<file path="config.mk">
export PLATFORM = sky130hd
export DESIGN_NAME = cdb_arbiter
export DESIGN_NICKNAME = d
export VERILOG_FILES = /design/src/rtl/cdb_arbiter_pkg.sv /design/src/rtl/cdb_src_fifo.sv /design/src/rtl/cdb_arbiter.sv
export SDC_FILE = /design/constraint.sdc
export NUM_CORES = 1
export LEC_CHECK = 0
export BUFFER_PORTS_ARGS = -buffer_cell sky130_fd_sc_hd__buf_4
export CAP_MARGIN = 20
export CELL_PAD_IN_SITES_DETAIL_PLACEMENT = 0
export CELL_PAD_IN_SITES_GLOBAL_PLACEMENT = 2
export CORE_ASPECT_RATIO = 0.9
export CORE_MARGIN = 8
export CORE_UTILIZATION = 37
export CTS_BUF_LIST = sky130_fd_sc_hd__clkbuf_8
export DETAILED_ROUTE_END_ITERATION = 16
export GPL_ROUTABILITY_DRIVEN = 0
export PLACE_DENSITY_LB_ADDON = 0.1
export RECOVER_POWER = 50
export SETUP_SLACK_MARGIN = 0.4
export SLEW_MARGIN = 20
export SYNTH_ARGS = -nofsm -noshare
export SYNTH_HDL_FRONTEND = slang
export SYNTH_SLANG_ARGS = --single-unit
</file>
<file path="constraint.sdc">
create_clock -name clk -period 3.7 [get_ports clk]
set_input_delay 0.185 -clock clk [delete_from_list [all_inputs] [get_ports clk]]
set_output_delay 0.185 -clock clk [all_outputs]
set_load 0.02 [all_outputs]
</file>
<file path="src/rtl/cdb_arbiter_pkg.sv">
// Shared types for the common-data-bus writeback path.
package cdb_arbiter_pkg;
  localparam int WORD_W   = 32;
  localparam int ROB_ID_W = 5;

  typedef logic [WORD_W-1:0]   word_t;
  typedef logic [ROB_ID_W-1:0] rob_id_t;

  typedef struct packed {
    word_t   data;
    rob_id_t reg_id;
  } cdb_entry_t;
endpackage

</file>
<file path="src/rtl/cdb_src_fifo.sv">
// Per-source circular result buffer; ready is derived from the registered count only.
module cdb_src_fifo
  import cdb_arbiter_pkg::*;
#(
  parameter int FIFO_DEPTH = 2
) (
  input  logic       clk,
  input  logic       rst,
  input  logic       flush,
  input  logic       push,
  input  cdb_entry_t entry,
  input  logic       pop,
  output cdb_entry_t head,
  output logic       empty,
  output logic       ready
);
  localparam int PTR_W = $clog2(FIFO_DEPTH);

  cdb_entry_t       mem [FIFO_DEPTH];
  logic [PTR_W-1:0] rd_ptr_q;
  logic [PTR_W-1:0] wr_ptr_q;
  logic [PTR_W:0]   count_q;
  logic             do_push;
  logic             do_pop;

  assign ready   = (count_q != (PTR_W+1)'(FIFO_DEPTH));
  assign empty   = (count_q == '0);
  assign head    = mem[rd_ptr_q];
  assign do_push = push && ready;
  assign do_pop  = pop && !empty;

  always_ff @(posedge clk) begin
    if (!rst && !flush && do_push) begin
      mem[wr_ptr_q] <= entry;
    end
  end

  always_ff @(posedge clk) begin
    if (rst || flush) begin
      rd_ptr_q <= '0;
      wr_ptr_q <= '0;
      count_q  <= '0;
    end else begin
      if (do_push) wr_ptr_q <= wr_ptr_q + 1'b1;
      if (do_pop)  rd_ptr_q <= rd_ptr_q + 1'b1;
      case ({do_push, do_pop})
        2'b10:   count_q <= count_q + 1'b1;
        2'b01:   count_q <= count_q - 1'b1;
        default: count_q <= count_q;
      endcase
    end
  end
endmodule

</file>
<file path="src/rtl/cdb_arbiter.sv">
// Drains per-source result buffers onto CDB_COUNT registered broadcast slots,
// granting non-empty sources in round-robin order from rr_ptr_q.
module cdb_arbiter
  import cdb_arbiter_pkg::*;
#(
  parameter int SRC_COUNT  = 4,
  parameter int CDB_COUNT  = 2,
  parameter int FIFO_DEPTH = 2
) (
  input  logic                                 clk,
  input  logic                                 rst,
  input  logic                                 flush,
  input  logic [SRC_COUNT-1:0]                 src_valid_i,
  input  logic [SRC_COUNT-1:0][WORD_W-1:0]     src_data_i,
  input  logic [SRC_COUNT-1:0][ROB_ID_W-1:0]   src_reg_id_i,
  output logic [SRC_COUNT-1:0]                 src_ready_o,
  output logic [CDB_COUNT-1:0][WORD_W-1:0]     cdb_data_o,
  output logic [CDB_COUNT-1:0][ROB_ID_W-1:0]   cdb_reg_id_o,
  output logic [CDB_COUNT-1:0]                 cdb_valid_o
);
  localparam int SRC_W = (SRC_COUNT > 1) ? $clog2(SRC_COUNT) : 1;

  logic [SRC_W-1:0]     rr_ptr_q;
  logic [SRC_W-1:0]     rr_ptr_d;
  cdb_entry_t           head [SRC_COUNT];
  logic [SRC_COUNT-1:0] empty;
  logic [SRC_COUNT-1:0] pop;
  cdb_entry_t           slot_d [CDB_COUNT];
  logic [CDB_COUNT-1:0] slot_vld_d;

  for (genvar g = 0; g < SRC_COUNT; g++) begin : g_src
    cdb_entry_t push_entry;
    assign push_entry = '{data: src_data_i[g], reg_id: src_reg_id_i[g]};

    cdb_src_fifo #(.FIFO_DEPTH(FIFO_DEPTH)) u_fifo (
      .clk   (clk),
      .rst   (rst),
      .flush (flush),
      .push  (src_valid_i[g]),
      .entry (push_entry),
      .pop   (pop[g]),
      .head  (head[g]),
      .empty (empty[g]),
      .ready (src_ready_o[g])
    );
  end

  // Each slot searches onward from the previous slot's winner; granted
  // sources are masked so no buffer pops twice in one cycle.
  always_comb begin
    logic [SRC_COUNT-1:0] avail;
    logic [SRC_W-1:0]     idx;
    logic [SRC_W-1:0]     sel;
    logic                 found;
    int                   base;

    avail      = ~empty;
    idx        = '0;
    sel        = '0;
    found      = 1'b0;
    base       = int'(rr_ptr_q);
    pop        = '0;
    slot_vld_d = '0;
    rr_ptr_d   = rr_ptr_q;
    for (int k = 0; k < CDB_COUNT; k++) slot_d[k] = '0;

    for (int k = 0; k < CDB_COUNT; k++) begin
      found = 1'b0;
      sel   = '0;
      for (int j = 0; j < SRC_COUNT; j++) begin
        idx = SRC_W'((base + j) % SRC_COUNT);
        if (!found && avail[idx]) begin
          found = 1'b1;
          sel   = idx;
        end
      end
      if (found) begin
        avail[sel]    = 1'b0;
        pop[sel]      = 1'b1;
        slot_vld_d[k] = 1'b1;
        slot_d[k]     = head[sel];
        base          = (int'(sel) + 1) % SRC_COUNT;
        rr_ptr_d      = SRC_W'(base);
      end
    end
  end

  always_ff @(posedge clk) begin
    if (rst || flush) begin
      rr_ptr_q     <= '0;
      cdb_valid_o  <= '0;
      cdb_data_o   <= '0;
      cdb_reg_id_o <= '0;
    end else begin
      rr_ptr_q    <= rr_ptr_d;
      cdb_valid_o <= slot_vld_d;
      for (int k = 0; k < CDB_COUNT; k++) begin
        cdb_data_o[k]   <= slot_d[k].data;
        cdb_reg_id_o[k] <= slot_d[k].reg_id;
      end
    end
  end
endmodule

</file>
==> flow_summary.toml <==
[detailed_routing]
viasPerCell = 5.081
antenna_left = 0
vias = 10930
wl_microns = 47870
first_pass_iters = 5
drc = 0
drtIter0Drc = 725
routedWlPerCell_microns = 22.25

[timing]
fmax_ghz = 0.3333
hold_viol = 0
worst_slack_ps = 699.3
finClkSkew_ps = 22.11
setup_viol = 0
hold_slack_ps = 86.53
fin_crit_ps = 3001
slew_violations = 0
worst_slew_pin_slew_ps = 1318
rsz0062_at_grt = "no"
post-route-period-util_pct = 81.10
maxSlewHeadroom_pct = 11.95

[setup_path]
cp_max_fo = 13
worstRegToRegCells = 6
crit_end = "cdb_data_o[37]$_SDFF_PP0_"
crit_start = "g_src[2].u_fifo.count_q[0]$_SDFFE_PP0P_"
end_kind = "register"
regToRegSetupSlack_ps = 700
r2r_end = "cdb_data_o[37]$_SDFF_PP0_"
start_kind = "register"
r2r_start = "g_src[2].u_fifo.count_q[0]$_SDFFE_PP0P_"
required_ps = 4220
worstPathArrival_ps = 3520
critPathKind = "register to register"

[cells_and_area]
diodes = 0
instances_no_fill = 2151
nets = 1691
syn_to_final_growth_pct = 29.33
layout-drive-gt1-share_pct = 19.26
final_common_cell = "edfxtp_1"
final_cell_mix = "edfxtp_1, dlygate4sd3_1, clkbuf_1"

[logic_synthesis]
netlist_instances = 1139
ys_seq_area_share_pct = 66.68
synth_top_area_share_pct = 54.62
synth-edff-count = 296
avgSynthCellArea_sq_um = 14.29
ys_ff_latch = 394
synth.area.top_cells = "edfxtp_1, dfxtp_1, mux2i_1, mux2_2, o211ai_1"
synth.distinct_cells = 51
yosysTopAreaCell = "edfxtp_1"
synth-async-reset-ratio_pct = 0
syn_nets = 1298
ys.flop_type = "edfxtp_1"
synth_area_sq_um = 16270
ys_warn_count = 0

[global_route]
grt_pass1_wl_microns = 72440
antenna_found_initial = 0
grt_max_degree = 58
overflow = 0
grt_pass1_vias = 11609
grt_usage_pct = 18.78

[floorplan]
die_w_microns = 237.1
start_util_pct = 37.20
dieArea_sq_um = 50960
rows = 73
die_h_microns = 215.0
core-area_sq_um = 43750
ioPinCount = 235

[placement]
place_ws_ps = 812.7
hpwl_microns = 30570
io_buffers = 234
place_inst = 1869

[clocking]
clkLatencyLatePin_ps = 630
cts_buffer_depth = 3
clk_pin_slew_ps = 60
post_cts_buffers = 0
cts_tree = "yes"
root_buffer = "clkbuf_8"
cts_sinks = 394
cts.htree.levels = 3
cts_buffers = 70
cts_resized = 0

[power_and_ir_drop]
internal_power_w = 0.008869
pwr-share-seq_pct = 38.9
power.leakage_nw = 7.340
power_density_nw_per_um2 = 654.1
p_switching_w = 0.004897
p_clk_share_pct = 28.8
ir_drop_v = 0.0003820
comb_power_share_pct = 32.3
p_sw_share_pct = 35.57

[status]
outcome = "complete, no violations"

[min_path]
hold_class = "input port to register"

[flow_run]
max_cap_violations = 0
==> power by group through the flow <==
stage	logic, W	clock network, W	registers (W)
floorplan	0.00304	0	0.00540
global placement	0.00449	0	0.00545
detailed placement	0.00451	0	0.00546
CTS	0.00467	0.00408	0.00537
global route	0.00486	0.00428	0.00540
finish	0.00445	0.00396	0.00536
==> worst min-delay path by stage <==
| stage | startpoint | to | cells past startpoint |
|---|---|---|---|
| after CTS | src_valid_i[0] | g_src[0].u_fifo.wr_ptr_q$_SDFFE_PP0P_ | 4 |
| after detailed placement | src_data_i[71] | g_src[2].u_fifo.mem[1][12]$_DFFE_PP_ | 1 |
| final | src_valid_i[0] | g_src[0].u_fifo.wr_ptr_q$_SDFFE_PP0P_ | 4 |
| after global routing | src_valid_i[0] | g_src[0].u_fifo.wr_ptr_q$_SDFFE_PP0P_ | 4 |
| after floorplan | src_reg_id_i[0] | g_src[0].u_fifo.mem[0][0]$_DFFE_PP_ | 0 |
| after global placement | src_data_i[65] | g_src[2].u_fifo.mem[0][6]$_DFFE_PP_ | 1 |
==> metal layers <==
metal | global-route usage, % | vias to the layer above | part of all wire (%)
li1 | - | 5197 | -
met1 | 25.38 | 5317 | 46
met2 | 29.80 | 335 | 47
met3 | 4.068 | 81 | 5.2
met4 | 6.155 | 0 | 2.4
met5 | 0 | - | 0
==> stage by stage <==
stage	setup TNS [ps]	util [%]	power, W	cell area (sq um)
floorplan	-15470	-	0.008438	16300
global placement	0	42.78	0.009948	18720
detailed placement	0	42.78	0.009967	18720
CTS	0	49.44	0.01413	21630
global route	0	48.11	0.01454	21050
finish	0	48.11	0.01377	21050
==> cell usage after synthesis (4+ instances only) <==
master    count
o211ai_1     54
a21oi_1      49
xor2_1        4
xnor2_1      10
or3_1         8
o221ai_1     32
nand2b_1      4
clkbuf_1     66
nor2_1       20
edfxtp_1    296
nor3_1       11
inv_1         7
mux2i_1     125
buf_4         6
a21o_1        4
nand2_1      88
ha_1          4
mux2_1       22
nand3_1      53
o22ai_1      14
buf_2        16
or2_1         5
mux2_2       52
o221ai_2     20
a21boi_1     26
o21ai_0      11
dfxtp_1      98
buf_1         4
==> layout make-up <==
class | count | area [sq um]
fill | 4031 | 22700
sequential | 394 | 10860
multi-input combinational | 643 | 5086
timing repair buffer | 416 | 2990
clock buffer | 79 | 1087
tap | 562 | 703.2
clock inverter | 50 | 292.8
inverter | 7 | 26.28
==> sequential cells by signal, summed over array words and instances, names as in the netlist, named ones only <==
name and flops:
g_src.u_fifo.mem 296, cdb_data_o 64, cdb_reg_id_o 10, g_src.u_fifo.count_q 8, g_src.u_fifo.rd_ptr_q 4, g_src.u_fifo.wr_ptr_q 4, cdb_valid_o 2, rr_ptr_q 2
==> timing repair <==
action                                  in CTS  in global routing
endpoints found under the setup margin       0                  0
endpoints found under the hold margin      303                  0
hold buffers                               153                  0
==> cell families (layout without fill, tap and decap cells) <==
kind of cell    after synthesis  after routing  share of synthesized area, %
flops                       394            394                         66.68
compound gates              230            230                         11.12
fa+ha+maj                     4              4                        0.3076
mux                         199            199                         12.81
xor+xnor                     14             14                        0.7535
simple gates                196            196                         5.582
buf+inv                     102            552                         2.753
==> worst max-delay path, stage by stage (launching register included) <==
cell      delay, ps
dfxtp_1         540
o22ai_1         260
a21oi_1         200
nor2_1           70
a211oi_2       1010
nand2_1         510
o22ai_1         290
Power figures use the tool's default switching activity.
